`config.mk`:
```
export PLATFORM = sky130hd
export DESIGN_NAME = alu_share_ctrl
export DESIGN_NICKNAME = d
export VERILOG_FILES = /design/src/rtl/alu_pkg.sv /design/src/rtl/rr_arbiter.sv /design/src/rtl/alu_share_ctrl.sv
export SDC_FILE = /design/constraint.sdc
export NUM_CORES = 1
export LEC_CHECK = 0
export ABC_AREA = 1
export BUFFER_PORTS_ARGS = -buffer_cell sky130_fd_sc_hd__buf_2
export CAP_MARGIN = 20
export CORE_ASPECT_RATIO = 2
export CORE_MARGIN = 4
export CORE_UTILIZATION = 47
export CTS_CLUSTER_SIZE = 28
export DETAILED_ROUTE_END_ITERATION = 10
export PLACE_DENSITY_LB_ADDON = 0.1
export SETUP_SLACK_MARGIN = 0.02
export SYNTH_ARGS = -nofsm -noshare
export SYNTH_HDL_FRONTEND = slang
export SYNTH_SLANG_ARGS = --single-unit
export TNS_END_PERCENT = 1
```
`constraint.sdc`:
```
create_clock -name clk -period 2.4 [get_ports clk]
set_clock_uncertainty 0.15 [all_clocks]
set_input_delay 0.36 -clock clk [delete_from_list [all_inputs] [get_ports clk]]
set_output_delay 0.36 -clock clk [all_outputs]
set_load 0.01 [all_outputs]
```
`src/rtl/alu_pkg.sv`:
```
// Shared definitions for the shared-ALU controller: ALU op codes, control width and FSM states.
package alu_pkg;

    localparam int CTRL_WIDTH = 3;

    localparam logic [CTRL_WIDTH-1:0] ALU_ADD = 3'd0;
    localparam logic [CTRL_WIDTH-1:0] ALU_SUB = 3'd1;

    typedef enum logic [1:0] {
        IDLE = 2'd0,
        EXEC = 2'd1,
        RESP = 2'd2
    } state_t;

endpackage

```
`src/rtl/rr_arbiter.sv`:
```
// Combinational round-robin arbiter: picks the first active request at or after i_ptr, wrapping.
module rr_arbiter #(
    parameter  int NUM_REQ = 2,
    localparam int IDX_W   = (NUM_REQ > 1) ? $clog2(NUM_REQ) : 1
) (
    input  logic [NUM_REQ-1:0] i_req,
    input  logic [IDX_W-1:0]   i_ptr,
    output logic [NUM_REQ-1:0] o_grant,
    output logic [IDX_W-1:0]   o_grant_idx,
    output logic               o_grant_valid
);

    int w_pos;

    // Scan farthest-to-nearest so the requester closest to the pointer wins.
    always_comb begin
        o_grant_idx   = '0;
        o_grant_valid = 1'b0;
        w_pos         = 0;
        for (int k = NUM_REQ - 1; k >= 0; k--) begin
            w_pos = int'(i_ptr) + k;
            if (w_pos >= NUM_REQ) begin
                w_pos = w_pos - NUM_REQ;
            end
            if (i_req[w_pos]) begin
                o_grant_idx   = IDX_W'(w_pos);
                o_grant_valid = 1'b1;
            end
        end
    end

    for (genvar gi = 0; gi < NUM_REQ; gi++) begin : g_onehot
        assign o_grant[gi] = o_grant_valid && (o_grant_idx == IDX_W'(gi));
    end

endmodule

```
`src/rtl/alu_share_ctrl.sv`:
```
// Shares one combinational ALU between NUM_REQ requesters with round-robin arbitration
// and a registered request/response handshake (IDLE -> EXEC -> RESP).
module alu_share_ctrl
    import alu_pkg::*;
#(
    parameter  int DATA_WIDTH = 32,
    parameter  int NUM_REQ    = 2,
    parameter  int CTRL_WIDTH = alu_pkg::CTRL_WIDTH,
    localparam int IDX_W      = (NUM_REQ > 1) ? $clog2(NUM_REQ) : 1
) (
    input  logic                                 clk,
    input  logic                                 rst_n,
    input  logic [NUM_REQ-1:0]                   req_valid,
    output logic [NUM_REQ-1:0]                   req_ready,
    input  logic [NUM_REQ-1:0][DATA_WIDTH-1:0]   req_op1,
    input  logic [NUM_REQ-1:0][DATA_WIDTH-1:0]   req_op2,
    input  logic [NUM_REQ-1:0][CTRL_WIDTH-1:0]   req_ctrl,
    output logic [NUM_REQ-1:0]                   resp_valid,
    input  logic [NUM_REQ-1:0]                   resp_ready,
    output logic [DATA_WIDTH-1:0]                resp_data,
    output logic                                 resp_eq,
    output logic [DATA_WIDTH-1:0]                alu_op1,
    output logic [DATA_WIDTH-1:0]                alu_op2,
    output logic [CTRL_WIDTH-1:0]                alu_ctrl,
    input  logic [DATA_WIDTH-1:0]                alu_out,
    input  logic                                 alu_eq,
    output logic                                 busy
);

    state_t                 r_state;
    state_t                 w_state_next;
    logic [IDX_W-1:0]       r_rr_ptr;
    logic [IDX_W-1:0]       r_owner;
    logic [DATA_WIDTH-1:0]  r_op1;
    logic [DATA_WIDTH-1:0]  r_op2;
    logic [CTRL_WIDTH-1:0]  r_ctrl;
    logic [DATA_WIDTH-1:0]  r_resp_data;
    logic                   r_resp_eq;

    logic [NUM_REQ-1:0]     w_grant_oh;
    logic [IDX_W-1:0]       w_grant_idx;
    logic                   w_grant_any;
    logic [NUM_REQ-1:0]     w_owner_oh;
    logic                   w_accept;
    logic                   w_resp_done;

    rr_arbiter #(
        .NUM_REQ (NUM_REQ)
    ) u_arb (
        .i_req         (req_valid),
        .i_ptr         (r_rr_ptr),
        .o_grant       (w_grant_oh),
        .o_grant_idx   (w_grant_idx),
        .o_grant_valid (w_grant_any)
    );

    for (genvar gi = 0; gi < NUM_REQ; gi++) begin : g_owner
        assign w_owner_oh[gi] = (r_owner == IDX_W'(gi));
    end

    assign w_accept    = (r_state == IDLE) && w_grant_any;
    assign w_resp_done = (r_state == RESP) && resp_ready[r_owner];

    always_ff @(posedge clk) begin
        if (!rst_n) begin
            r_state <= IDLE;
        end else begin
            r_state <= w_state_next;
        end
    end

    always_comb begin
        w_state_next = r_state;
        case (r_state)
            IDLE:    if (w_grant_any) w_state_next = EXEC;
            EXEC:    w_state_next = RESP;
            RESP:    if (resp_ready[r_owner]) w_state_next = IDLE;
            default: w_state_next = IDLE;
        endcase
    end

    // req_ready is masked during reset so no handshake can be observed on a reset edge.
    always_comb begin
        req_ready  = '0;
        resp_valid = '0;
        busy       = 1'b0;
        case (r_state)
            IDLE:    if (rst_n) req_ready = w_grant_oh;
            EXEC:    busy = 1'b1;
            RESP: begin
                busy       = 1'b1;
                resp_valid = w_owner_oh;
            end
            default: busy = 1'b0;
        endcase
    end

    always_ff @(posedge clk) begin
        if (!rst_n) begin
            r_rr_ptr    <= '0;
            r_owner     <= '0;
            r_op1       <= '0;
            r_op2       <= '0;
            r_ctrl      <= '0;
            r_resp_data <= '0;
            r_resp_eq   <= 1'b0;
        end else begin
            if (w_accept) begin
                r_op1   <= req_op1[w_grant_idx];
                r_op2   <= req_op2[w_grant_idx];
                r_ctrl  <= req_ctrl[w_grant_idx];
                r_owner <= w_grant_idx;
            end
            if (r_state == EXEC) begin
                r_resp_data <= alu_out;
                r_resp_eq   <= alu_eq;
            end
            if (w_resp_done) begin
                r_rr_ptr <= (r_owner == IDX_W'(NUM_REQ - 1)) ? '0 : r_owner + IDX_W'(1);
            end
        end
    end

    assign alu_op1   = r_op1;
    assign alu_op2   = r_op2;
    assign alu_ctrl  = r_ctrl;
    assign resp_data = r_resp_data;
    assign resp_eq   = r_resp_eq;

endmodule

```
==> reports/qor.csv <==
metric,value,unit
hp-class,in -> reg,
rows,51,
nNetsFinal,1189,
synth.distinct_cells,17,
io_buffers,277,
dr.pass1.iters,4,
slew_viol_final,0,
cts_max_path_buffers,2,
status,completed,
vias,5300,
yosysSeqAreaShare,0.438,
crit_fanout,63,
io_pins,278,
synth_edf_count,0,
synth_area_leaders,"dfxtp_1 (44%), nand2_1 (17%), nor2_1 (16%)",
fin_crit_sh,0.804,
fmax,0.518,GHz
cts_tree,built,
period_minus_slack,1.93,ns
netlist_top_cells_count,"nand2_1 (211), nor2_1 (204), dfxtp_1 (104)",
grt_max_degree,64,
async_flop_share,0,
clkPwrFrac,0.293,
regToRegSetupSlack,0.47,ns
post_cts_buffers,0,
routedWlPerCell,12.5,um
grt_pass1_wl,22.5,mm
seqPwrFrac,0.429,
required,2.49,ns
setup_tns,0,ns
arrival,2.02,ns
endpoint_kind,flop,
synth-main-ff-cell,dfxtp_1,
rsz0062_at_grt,false,
yosysWarnings,0,
grt_overflow_total,0,
hpwl,10.9,mm
synth_most_common_cell,nand2_1,
seqCellArea,2080,sq um
syn_inst,757,
clk_pin_slew,0.07,ns
cts_resized,0,
avgSynthCellArea,6.28,sq um
track_usage,0.238,
vias_per_cell,4.61,
setup_viol,0,
htree_levels,3,
p_leak,3.96,nW
yosysTopAreaCell,dfxtp_1,
syn_nets,934,
cts_sinks,104,
drt_iter0_markers,226,
p_per_area,741,nW/um^2
place.gp.congestion,0.842,
intPower,3.28,mW
initial_core_util,0.484,
synth_area,4760,sq um
cap_violations,0,
nFillCells,958,
root_buffer,clkbuf_16,
grt_pass1_vias,4765,
relSlewSlack,0.637,
antenna_found_initial,0,
cts_hold_buf,0,
finalHoldWorstSlack,0.0818,ns
tightest_slew,0.543,ns
hold_violations,0,
ir_drop,0.510,mV
ys_seq_elements,104,
remaining_drc_errors,0,
multi_input_comb_area,2190,sq um
dieWidth,79.1,um
area_delta_synth_final,37.3,%
drive_above_1_share,0.305,
synth_top_area_share,0.438,
ant_nets,0,
core-area,9830,sq um
clk_latency,0.34,ns
switching_power,1.56,mW
wl,14.4,mm
criticalPathCategory,reg -> reg,
dieArea,11900,sq um
switching_share,0.322,
die_h,150,um
startpoint_type,flop,
cts_buffers,9,
power.share.combinational,0.278,
insertedDiodeCount,0,
-- worst paths after layout --
path                            cells after the start                          to                 startpoint
worst max-delay path                                9    alu_ctrl[1]$_SDFFE_PN0P_    r_state[0]$_SDFFE_PN0P_
worst min-delay path                                3  resp_data[16]$_SDFFE_PN0N_                alu_out[16]
worst max register to register                      9    alu_ctrl[1]$_SDFFE_PN0P_    r_state[0]$_SDFFE_PN0P_
worst min register to register                      2   resp_data[6]$_SDFFE_PN0N_  resp_data[6]$_SDFFE_PN0N_
-- worst max-delay path, stage by stage (launching register included) --
cell	delay, ns
dfxtp_1	0.38
inv_1	0.08
ha_1	0.23
o21ai_1	0.13
clkinv_2	0.27
buf_12	0.28
nor2_1	0.11
nor2_1	0.05
nand2_1	0.09
inv_1	0.04
-- area by class of cell --
class,instances,share of cell area
Clock inverter,5,0.00613
Sequential cell,104,0.319
Tap cell,132,0.0253
Timing Repair Buffer,289,0.232
Clock buffer,11,0.0387
Inverter,77,0.0445
Multi-Input combinational cell,531,0.335
-- stage by stage --
| step | instances | instance area, sq um | setup slack [ns] | utilization | power (mW) |
|---|---|---|---|---|---|
| finish | 1149 | 6530 | 0.469 | 0.665 | 4.84 |
| global route | 1149 | 6530 | 0.233 | 0.665 | 5.16 |
| CTS | 1149 | 6530 | 0.484 | 0.665 | 4.89 |
| detailed placement | 1133 | 6240 | 0.498 | 0.635 | 3.47 |
| global placement | 1133 | 6240 | 0.536 | 0.635 | 3.46 |
| floorplan | 757 | 4760 | 0.865 | - | 2.92 |
-- placed cells by master (no fill, tap or decap), drive strengths merged, types with 4 or more instances in the layout --
| cell type | synthesis | routed |
|---|---|---|
| ha | 4 | 4 |
| nor2 | 205 | 205 |
| buf | 24 | 289 |
| nand2 | 211 | 211 |
| inv | 77 | 77 |
| clkbuf | 21 | 11 |
| o21ai | 37 | 37 |
| dfxtp | 104 | 104 |
| nand3 | 70 | 70 |
-- power by group through the flow --
| stage | registers, mW | logic, mW | clock network [mW] |
|---|---|---|---|
| 3_5_place_dp | 2.12 | 1.36 | 0 |
| 5_1_grt | 2.11 | 1.53 | 1.53 |
| 3_3_place_gp | 2.11 | 1.35 | 0 |
| 2_1_floorplan | 2.23 | 0.687 | 0 |
| 4_1_cts | 2.08 | 1.36 | 1.45 |
| 6_report | 2.08 | 1.34 | 1.42 |
-- per-layer routing --
layer	up-vias	track usage	wire (um)
met1	2299	0.272	5420
met2	203	0.423	7490
met3	13	0.0754	1230
met4	0	0.0654	255
li1	2785	-	-
met5	-	0	0
-- flip-flops by register name, indices dropped and copies added (netlist names) --
| signal | flops |
|---|---|
| alu_op1 | 32 |
| alu_op2 | 32 |
| resp_data | 32 |
| alu_ctrl | 3 |
| r_state | 2 |
| r_owner | 1 |
| r_rr_ptr | 1 |
| resp_eq | 1 |
-- cells by family (layout without fill, tap and decap cells) --
family / after synthesis / after routing / share of synthesized area
AO/OA/AOI/OAI: 40 / 40 / 0.0429
adder cells (fa/ha/maj): 4 / 4 / 0.0105
buffers and inverters: 122 / 382 / 0.105
flip-flops: 104 / 104 / 0.438
AND/OR/NAND/NOR: 487 / 487 / 0.403
No activity file was read; power rests on OpenSTA's default activity.
